### src/rtl/ifetch_prefetch_buffer_pkg.sv
// ifetch_pkg: shared types for the instruction prefetch buffer.
// Holds XLEN/ILEN, FIFO entry struct, fetch FSM encoding, DEPTH default.
package ifetch_pkg;

  localparam int XLEN      = 32;
  localparam int ILEN      = 32;
  localparam int DEPTH_DEF = 4;

  typedef struct packed {
    logic [XLEN-1:0] pc;
    logic [ILEN-1:0] data;
  } entry_t;

  localparam int ENTRY_W = $bits(entry_t);

  typedef enum logic [1:0] {
    FETCH = 2'd0,
    DRAIN = 2'd1
  } state_t;

  function automatic logic [XLEN-1:0] word_align(
    input logic [XLEN-1:0] a
  );
    return {a[XLEN-1:2], 2'b00};
  endfunction

endpackage

### src/rtl/ifetch_prefetch_buffer_if.sv
// ifetch_prefetch_buffer_if: memory fetch bus, redirect and instr stream.
// master = fetch stage side, slave = memory/core side.
interface ifetch_prefetch_buffer_if;
  import ifetch_pkg::*;

  logic            mem_req_valid;
  logic [XLEN-1:0] mem_req_addr;
  logic            mem_req_ready;
  logic            mem_rsp_valid;
  logic [ILEN-1:0] mem_rsp_data;
  logic            redirect_valid;
  logic [XLEN-1:0] redirect_pc;
  logic            instr_valid;
  logic            instr_ready;
  logic [ILEN-1:0] instr_data;
  logic [XLEN-1:0] instr_pc;

  modport master (
    output mem_req_valid, mem_req_addr,
    input  mem_req_ready,
    input  mem_rsp_valid, mem_rsp_data,
    input  redirect_valid, redirect_pc,
    output instr_valid, instr_data, instr_pc,
    input  instr_ready
  );

  modport slave (
    input  mem_req_valid, mem_req_addr,
    output mem_req_ready,
    output mem_rsp_valid, mem_rsp_data,
    output redirect_valid, redirect_pc,
    input  instr_valid, instr_data, instr_pc,
    output instr_ready
  );

endinterface

### src/rtl/ifetch_prefetch_buffer_fifo.sv
// ifetch_fifo: in-order sync FIFO of {pc,data} entries with flush.
// Ports: clk, rst_n, flush_i, push_i/push_entry_i, pop_i, head_o, empty_o, count_o.
module ifetch_fifo
  import ifetch_pkg::*;
#(
  parameter int DEPTH = DEPTH_DEF,
  localparam int PW = $clog2(DEPTH),
  localparam int CW = PW + 1
) (
  input  logic          clk,
  input  logic          rst_n,
  input  logic          flush_i,
  input  logic          push_i,
  input  entry_t        push_entry_i,
  input  logic          pop_i,
  output entry_t        head_o,
  output logic          empty_o,
  output logic [CW-1:0] count_o
);

  entry_t        mem_q [DEPTH];
  logic [PW-1:0] wr_q;
  logic [PW-1:0] rd_q;
  logic [CW-1:0] cnt_q;
  logic          do_pop;
  logic          full;

  assign empty_o = (cnt_q == '0);
  assign full    = (cnt_q == CW'(DEPTH));
  assign count_o = cnt_q;
  assign do_pop  = pop_i && !empty_o;
  // Empty head reads as zero so the stream outputs stay clean.
  assign head_o  = empty_o ? '0 : mem_q[rd_q];

  always_ff @(posedge clk or negedge rst_n) begin
    if (!rst_n) begin
      wr_q  <= '0;
      rd_q  <= '0;
      cnt_q <= '0;
    end else if (flush_i) begin
      wr_q  <= '0;
      rd_q  <= '0;
      cnt_q <= '0;
    end else begin
      if (push_i) begin
        wr_q <= wr_q + 1'b1;
      end
      if (do_pop) begin
        rd_q <= rd_q + 1'b1;
      end
      cnt_q <= cnt_q + CW'(push_i) - CW'(do_pop);
    end
  end

  always_ff @(posedge clk) begin
    if (push_i && !flush_i) begin
      mem_q[wr_q] <= push_entry_i;
    end
  end

  a_no_overflow: assert property (
    @(posedge clk) disable iff (!rst_n)
    !(push_i && full && !do_pop && !flush_i)
  );

endmodule

### src/rtl/ifetch_prefetch_buffer.sv
// ifetch_prefetch_buffer: credit-limited sequential fetch, drop-on-redirect, FIFO.
// Ports: clk, rst_n, bus (master); IFETCH_PERF_EN adds perf_starve_cnt/perf_flush_cnt.
module ifetch_prefetch_buffer
  import ifetch_pkg::*;
#(
  parameter int              DEPTH    = DEPTH_DEF,
  parameter logic [XLEN-1:0] RESET_PC = 32'h0000_0000
) (
  input  logic clk,
  input  logic rst_n,
  ifetch_prefetch_buffer_if.master bus
`ifdef IFETCH_PERF_EN
  ,
  output logic [31:0] perf_starve_cnt,
  output logic [31:0] perf_flush_cnt
`endif
);

  localparam int CW = $clog2(DEPTH) + 1;
  localparam int SW = CW + 1;

  state_t          state_q;
  logic            run_q;
  logic [XLEN-1:0] fetch_pc_q;
  logic [XLEN-1:0] pc_q;
  logic [CW-1:0]   out_q;
  logic [CW-1:0]   out_d;
  logic [CW-1:0]   drop_q;
  logic [CW-1:0]   drop_d;
  logic [CW-1:0]   fifo_cnt;
  logic [SW-1:0]   inflight;
  entry_t          head;
  entry_t          push_entry;
  logic            empty;
  logic            redir;
  logic            accept;
  logic            rsp;
  logic            push;
  logic            pop;

  assign redir    = bus.redirect_valid;
  assign rsp      = bus.mem_rsp_valid;
  assign inflight = SW'(fifo_cnt) + SW'(out_q);

  // run_q keeps the request line low through reset.
  assign bus.mem_req_valid = run_q && !redir &&
                             (inflight < SW'(DEPTH));
  assign bus.mem_req_addr  = fetch_pc_q;
  assign accept = bus.mem_req_valid && bus.mem_req_ready;

  // Words returning in DRAIN or in a redirect cycle are stale.
  assign push = rsp && (state_q == FETCH) && !redir;
  assign push_entry.pc   = pc_q;
  assign push_entry.data = bus.mem_rsp_data;

  assign bus.instr_valid = !empty && !redir;
  assign bus.instr_data  = head.data;
  assign bus.instr_pc    = head.pc;
  assign pop = bus.instr_valid && bus.instr_ready;

  assign out_d = out_q + CW'(accept) - CW'(rsp);

  always_comb begin
    drop_d = drop_q;
    if (redir) begin
      drop_d = out_d;
    end else if (rsp && drop_q != '0) begin
      drop_d = drop_q - 1'b1;
    end
  end

  always_ff @(posedge clk or negedge rst_n) begin
    if (!rst_n) begin
      state_q    <= FETCH;
      run_q      <= 1'b0;
      fetch_pc_q <= RESET_PC;
      pc_q       <= RESET_PC;
      out_q      <= '0;
      drop_q     <= '0;
    end else begin
      run_q  <= 1'b1;
      out_q  <= out_d;
      drop_q <= drop_d;
      unique case (state_q)
        FETCH: if (drop_d != '0) state_q <= DRAIN;
        DRAIN: if (drop_d == '0) state_q <= FETCH;
        default: state_q <= FETCH;
      endcase
      if (redir) begin
        fetch_pc_q <= word_align(bus.redirect_pc);
        pc_q       <= word_align(bus.redirect_pc);
      end else begin
        if (accept) fetch_pc_q <= fetch_pc_q + 32'd4;
        if (push)   pc_q       <= pc_q + 32'd4;
      end
    end
  end

  ifetch_fifo #(
    .DEPTH (DEPTH)
  ) u_fifo (
    .clk          (clk),
    .rst_n        (rst_n),
    .flush_i      (redir),
    .push_i       (push),
    .push_entry_i (push_entry),
    .pop_i        (pop),
    .head_o       (head),
    .empty_o      (empty),
    .count_o      (fifo_cnt)
  );

`ifdef IFETCH_PERF_EN
  always_ff @(posedge clk or negedge rst_n) begin
    if (!rst_n) begin
      perf_starve_cnt <= '0;
      perf_flush_cnt  <= '0;
    end else begin
      if (bus.instr_ready && !bus.instr_valid &&
          perf_starve_cnt != '1) begin
        perf_starve_cnt <= perf_starve_cnt + 32'd1;
      end
      if (redir && perf_flush_cnt != '1) begin
        perf_flush_cnt <= perf_flush_cnt + 32'd1;
      end
    end
  end
`endif

endmodule

### src/flat_wrapper.sv
// flat-port wrapper written by rule: the top's interface ports become plain ports
module ifetch_prefetch_buffer_flat import ifetch_pkg::*;
#(
  parameter int              DEPTH    = DEPTH_DEF,
  parameter logic [XLEN-1:0] RESET_PC = 32'h0000_0000
)
  (clk, rst_n, bus_mem_req_valid, bus_mem_req_addr, bus_mem_req_ready, bus_mem_rsp_valid, bus_mem_rsp_data, bus_redirect_valid, bus_redirect_pc, bus_instr_valid, bus_instr_data, bus_instr_pc, bus_instr_ready);
  ifetch_prefetch_buffer_if bus_i ();
  input  logic clk;
  input  logic rst_n;
  output wire logic [$bits(bus_i.mem_req_valid)-1:0] bus_mem_req_valid;
  output wire logic [$bits(bus_i.mem_req_addr)-1:0] bus_mem_req_addr;
  input wire logic [$bits(bus_i.mem_req_ready)-1:0] bus_mem_req_ready;
  input wire logic [$bits(bus_i.mem_rsp_valid)-1:0] bus_mem_rsp_valid;
  input wire logic [$bits(bus_i.mem_rsp_data)-1:0] bus_mem_rsp_data;
  input wire logic [$bits(bus_i.redirect_valid)-1:0] bus_redirect_valid;
  input wire logic [$bits(bus_i.redirect_pc)-1:0] bus_redirect_pc;
  output wire logic [$bits(bus_i.instr_valid)-1:0] bus_instr_valid;
  output wire logic [$bits(bus_i.instr_data)-1:0] bus_instr_data;
  output wire logic [$bits(bus_i.instr_pc)-1:0] bus_instr_pc;
  input wire logic [$bits(bus_i.instr_ready)-1:0] bus_instr_ready;
  assign bus_mem_req_valid = bus_i.mem_req_valid;
  assign bus_mem_req_addr = bus_i.mem_req_addr;
  assign bus_i.mem_req_ready = bus_mem_req_ready;
  assign bus_i.mem_rsp_valid = bus_mem_rsp_valid;
  assign bus_i.mem_rsp_data = bus_mem_rsp_data;
  assign bus_i.redirect_valid = bus_redirect_valid;
  assign bus_i.redirect_pc = bus_redirect_pc;
  assign bus_instr_valid = bus_i.instr_valid;
  assign bus_instr_data = bus_i.instr_data;
  assign bus_instr_pc = bus_i.instr_pc;
  assign bus_i.instr_ready = bus_instr_ready;
  ifetch_prefetch_buffer #(.DEPTH(DEPTH), .RESET_PC(RESET_PC)) u_core (.clk(clk), .rst_n(rst_n), .bus(bus_i));
endmodule
### config.mk
export PLATFORM = sky130hd
export DESIGN_NAME = ifetch_prefetch_buffer_flat
export DESIGN_NICKNAME = d
export VERILOG_FILES = /design/src/rtl/ifetch_prefetch_buffer_pkg.sv /design/src/rtl/ifetch_prefetch_buffer_if.sv /design/src/rtl/ifetch_prefetch_buffer_fifo.sv /design/src/rtl/ifetch_prefetch_buffer.sv /design/src/flat_wrapper.sv
export SDC_FILE = /design/constraint.sdc
export NUM_CORES = 1
export LEC_CHECK = 0
export ABC_AREA = 1
export BUFFER_PORTS_ARGS = -buffer_cell sky130_fd_sc_hd__buf_2
export CAP_MARGIN = 20
export CORE_ASPECT_RATIO = 0.75
export CORE_MARGIN = 2
export CORE_UTILIZATION = 38
export CTS_CLUSTER_DIAMETER = 80
export DETAILED_ROUTE_END_ITERATION = 16
export GPL_TIMING_DRIVEN = 1
export PLACE_DENSITY = 0.55
export SKIP_LAST_GASP = 1
export SYNTH_ARGS = -nofsm -noshare
export SYNTH_HDL_FRONTEND = slang
export SYNTH_SLANG_ARGS = --single-unit
### constraint.sdc
create_clock -name clk -period 5.3 [get_ports clk]
set_clock_uncertainty 0.05 [all_clocks]
set_input_delay 0.53 -clock clk [delete_from_list [all_inputs] [get_ports clk]]
set_output_delay 0.53 -clock clk [all_outputs]
set_load 0.005 [all_outputs]
==> results.txt <==
----------------------------------------------------
[CTS]
  TritonCTS buffer count ... 35
  Clock Pin Slew Worst Setup and Hold Paths ... 0.06 ns
  Number of clock sinks seen by CTS ... 323
  Clock tree from TritonCTS ... built
  Root buffer cell ... clkbuf_16
  Number of levels in the clock H-tree ... 2
  Clock Path Buffers ... 3
  Clock latency on the worst-skew pair ... 0.53 ns
  Post-CTS setup buffer count ... 0

[Min path]
  Startpoint of the most critical hold path ... bus_mem_rsp_data[28]
  Hold endpoint ... u_core.u_fifo.mem_q[3][28]$_DFFE_PP_
  Worst hold path depth ... 1
  Worst Hold Class ... in2reg

[Synthesis]
  Number of unique standard cell types used by synthesis ... 41
  Synthesis warning total ... 0
  FF+latch count, synth ... 323
  Synthesized area per cell ... 10.0 µm²
  Netlist Area Pre-Place ... 0.0147 mm²
  Top cells by count, synth ... 316 x nor2_1, 248 x edfxtp_1, 230 x nand2_1, 162 x o21ai_0, 100 x inv_1
  Post-synth EDFFs ... 248
  Async S/R FF share, synth ... 0.232
  Top-count cell post-synth ... nor2_1
  Synthesized instance count ... 1466
  Top cells by area, synth ... edfxtp_1 51%, dfrtp_1 13%, nor2_1 8.1%, nand2_1 5.9%, o21ai_0 5.5%
  Sequential share of the synthesized area ... 0.633
  Synth top area share ... 0.505
  Post-synth top area cell ... edfxtp_1
  Synth Flop Type ... edfxtp_1

[Detailed routing]
  Per-cell routed wire length ... 17.6 µm
  Post-DR vias/cell ... 4.93
  Vias ... 10600
  First-pass DRT Iterations ... 5
  Post-detailed-route DRC marker count ... 0
  DRC marker count from the first detailed-route iteration ... 571
  Final ANT Viol Nets ... 0
  DRT Wirelength ... 37.8 mm

[Global route]
  Wire length of the first global-routing pass ... 58.6 mm
  Number of antenna violations at the first check in global routing ... 1
  Overflow left after global routing ... 0
  Vias in the first global route ... 10200
  Maximum number of pins on one net before global-route repair ... 76
  GRT Total Usage ... 0.188

[Worst setup path]
  Type of the worst setup path ... reg2out
  Number of cells on the worst reg-to-reg path ... 12
  Slack of the worst reg-to-reg path ... 2.15 ns
  Crit path launch type ... flip-flop
  Data arrival time at the worst-slack endpoint ... 3.07 ns
  Max Fanout on Critical Path ... 74
  Critical R2R Launch ... u_core.u_fifo.count_o[1]$_DFF_PN0_
  Critical path data required time ... 4.72 ns
  Critical path endpoint category ... output port
  R2r endpoint ... u_core.state_q[0]$_DFFE_PN0P_

[STA]
  Hold Vio Cnt, Final ... 0
  Final max-slew violation count ... 0
  Share of the cycle needed by the critical path after routing ... 0.688
  Relative slew slack ... 0.366
  Actual slew at the worst max-slew pin ... 0.951 ns
  Maximum clock frequency ... 274 MHz
  Post-route minimum period ... 3.65 ns
  # setup viols final ... 0
  Setup TNS ... 0 ns
  Setup repair after global routing missed its margin ... false

[Floorplan]
  Width of the die ... 231 µm
  Vertical die dimension ... 175 µm
  I/O pin total ... 168
  Row cnt ... 62
  Die ar. ... 0.0404 mm²
  Placeable core region ... 0.0382 mm²
  Initial Utilization ... 0.385

[Flow run]
  Maxcap violations ... 0

[Layout]
  Area growth, synth to finish ... 15.9%
  Number of nets in the final layout ... 1701
  Fraction of layout cells with a size suffix above 1 ... 0.169
  Number of standard cells in the layout, taps in and fillers out ... 2149

[Placed design]
  DP Cell Count ... 2088
  Detailed Place HPWL ... 23.2 mm
  Routability-driven placement congestion ratio ... 0.830
  Port Buffers ... 161

[Power]
  Power density over cell area ... 425 mW/mm²
  Static Leakage ... 6.80 nW
  VDD IR max ... 0.000364 V

[Status]
  Status ... complete, no violations

----------------------------------------------------
[registers in the layout, summed over array words and instances, names as in the netlist]
signal                   cells
u_core.bus.mem_req_addr     30
u_core.drop_q                3
u_core.out_q                 3
u_core.pc_q                 30
u_core.run_q                 1
u_core.state_q               1
u_core.u_fifo.count_o        3
u_core.u_fifo.mem_q        248
u_core.u_fifo.rd_q           2
u_core.u_fifo.wr_q           2
[per-stage QoR]
stage                     cell area (µm²)  setup slack (ns)   util  power, mW  hold WS [ns]
after floorplan                     14700              1.09      -       4.24         0.184
after global placement              16000              1.69  0.418       5.02         0.448
after detailed placement            16000              1.66  0.418       5.04         0.453
after CTS                           17000              1.61  0.445       7.35         0.136
after global routing                17100              1.48  0.446       7.68         0.151
final                               17100              1.65  0.447       7.25         0.166
[final cells by class]
cell class / count / area (µm²)
inverter: 111 / 418
fill: 3640 / 21200
tap: 512 / 641
multi-input combinational: 969 / 4700
sequential: 323 / 9330
clock buffer: 44 / 910
antenna: 2 / 5.00
clock inverter: 13 / 128
timing repair buffer: 175 / 948
[power breakdown]
part	switching [mW]	internal [mW]	total, mW	leakage, nW
Clock	0.971	1.31	2.28	0.508
Combinational	1.16	0.627	1.78	3.15
Sequential	0.281	2.90	3.19	3.14
Total	2.41	4.84	7.25	6.80
[cells by family after synthesis]
group | Yosys count | synth area share
AND/OR/NAND/NOR | 652 | 0.189
flip-flops | 323 | 0.633
AO/OA/AOI/OAI | 268 | 0.0955
buffers and inverters | 177 | 0.0511
XOR/XNOR | 28 | 0.0166
adder cells (fa/ha/maj) | 16 | 0.0146
other | 2 | 0.000510
[worst max-delay path: stages, from the launching register on]
cell and delay [ns]:
dfrtp_4 0.84, buf_4 0.75, nor2_1 0.11, nor2_1 0.10, o21ai_0 0.09, a21oi_1 0.34, buf_2 0.18
[layer usage]
| metal | wire (µm) | global-route usage | up-vias |
|---|---|---|---|
| li1 | - | - | 5193 |
| met1 | 18400 | 0.280 | 5103 |
| met2 | 16900 | 0.287 | 254 |
| met3 | 1900 | 0.0295 | 40 |
| met4 | 618 | 0.0454 | 0 |
| met5 | 0 | 0 | - |
[worst max-delay path by stage]
| stage | from | slack [ns] | endpoint | cells after the start |
|---|---|---|---|---|
| floorplan | bus_redirect_valid | 1.09 | u_core.u_fifo.mem_q[0][0]$_DFFE_PP_ | 5 |
| global placement | bus_redirect_valid | 1.69 | u_core.u_fifo.count_o[2]$_DFF_PN0_ | 10 |
| detailed placement | bus_redirect_valid | 1.66 | u_core.u_fifo.count_o[2]$_DFF_PN0_ | 10 |
| CTS | u_core.u_fifo.rd_q[0]$_DFFE_PN0P_ | 1.61 | bus_instr_pc[8] | 6 |
| global route | u_core.u_fifo.rd_q[0]$_DFFE_PN0P_ | 1.48 | bus_instr_pc[12] | 6 |
| finish | u_core.u_fifo.rd_q[0]$_DFFE_PN0P_ | 1.65 | bus_instr_pc[8] | 6 |
[placed cells by master, fill, tap and decap left out, types with 2 or more instances in the layout]
| cell | netlist | layout |
|---|---|---|
| inv_1 | 100 | 100 |
| buf_4 | 8 | 12 |
| inv_2 | 10 | 9 |
| edfxtp_1 | 248 | 248 |
| bufinv_16 | 0 | 2 |
| clkbuf_1 | 25 | 9 |
| clkinv_1 | 1 | 6 |
| conb_1 | 2 | 5 |
| nor2_2 | 9 | 9 |
| a31oi_1 | 2 | 2 |
| nand3_1 | 49 | 49 |
| clkbuf_16 | 0 | 35 |
| nor2_4 | 13 | 17 |
| fa_1 | 2 | 2 |
| buf_2 | 17 | 160 |
| o21bai_1 | 3 | 3 |
| and2_1 | 4 | 4 |
| nand2_2 | 8 | 8 |
| nand3_2 | 2 | 2 |
| nor3_2 | 3 | 3 |
| o21ai_0 | 162 | 162 |
| a21oi_1 | 74 | 74 |
| nand2_4 | 3 | 3 |
| nand2_1 | 230 | 230 |
| xor2_1 | 22 | 22 |
| o221ai_1 | 3 | 3 |
| clkinv_2 | 0 | 5 |
| dfrtp_1 | 75 | 73 |
| ha_1 | 14 | 14 |
| nor3_1 | 8 | 8 |
| o211ai_1 | 12 | 12 |
| xnor2_1 | 6 | 6 |
| dfrtp_4 | 0 | 2 |
| nor2_1 | 316 | 312 |
| nand4_1 | 4 | 4 |
| diode_2 | 0 | 2 |
| o21ai_1 | 8 | 8 |
[repair_timing]
item | 4_1_cts | 5_1_grt
hold buffers | 0 | 1
endpoints found under the setup margin | 0 | 0
gates resized for setup | 0 | 0
endpoints found under the hold margin | 0 | 18
(Power assumes the default switching activity.)
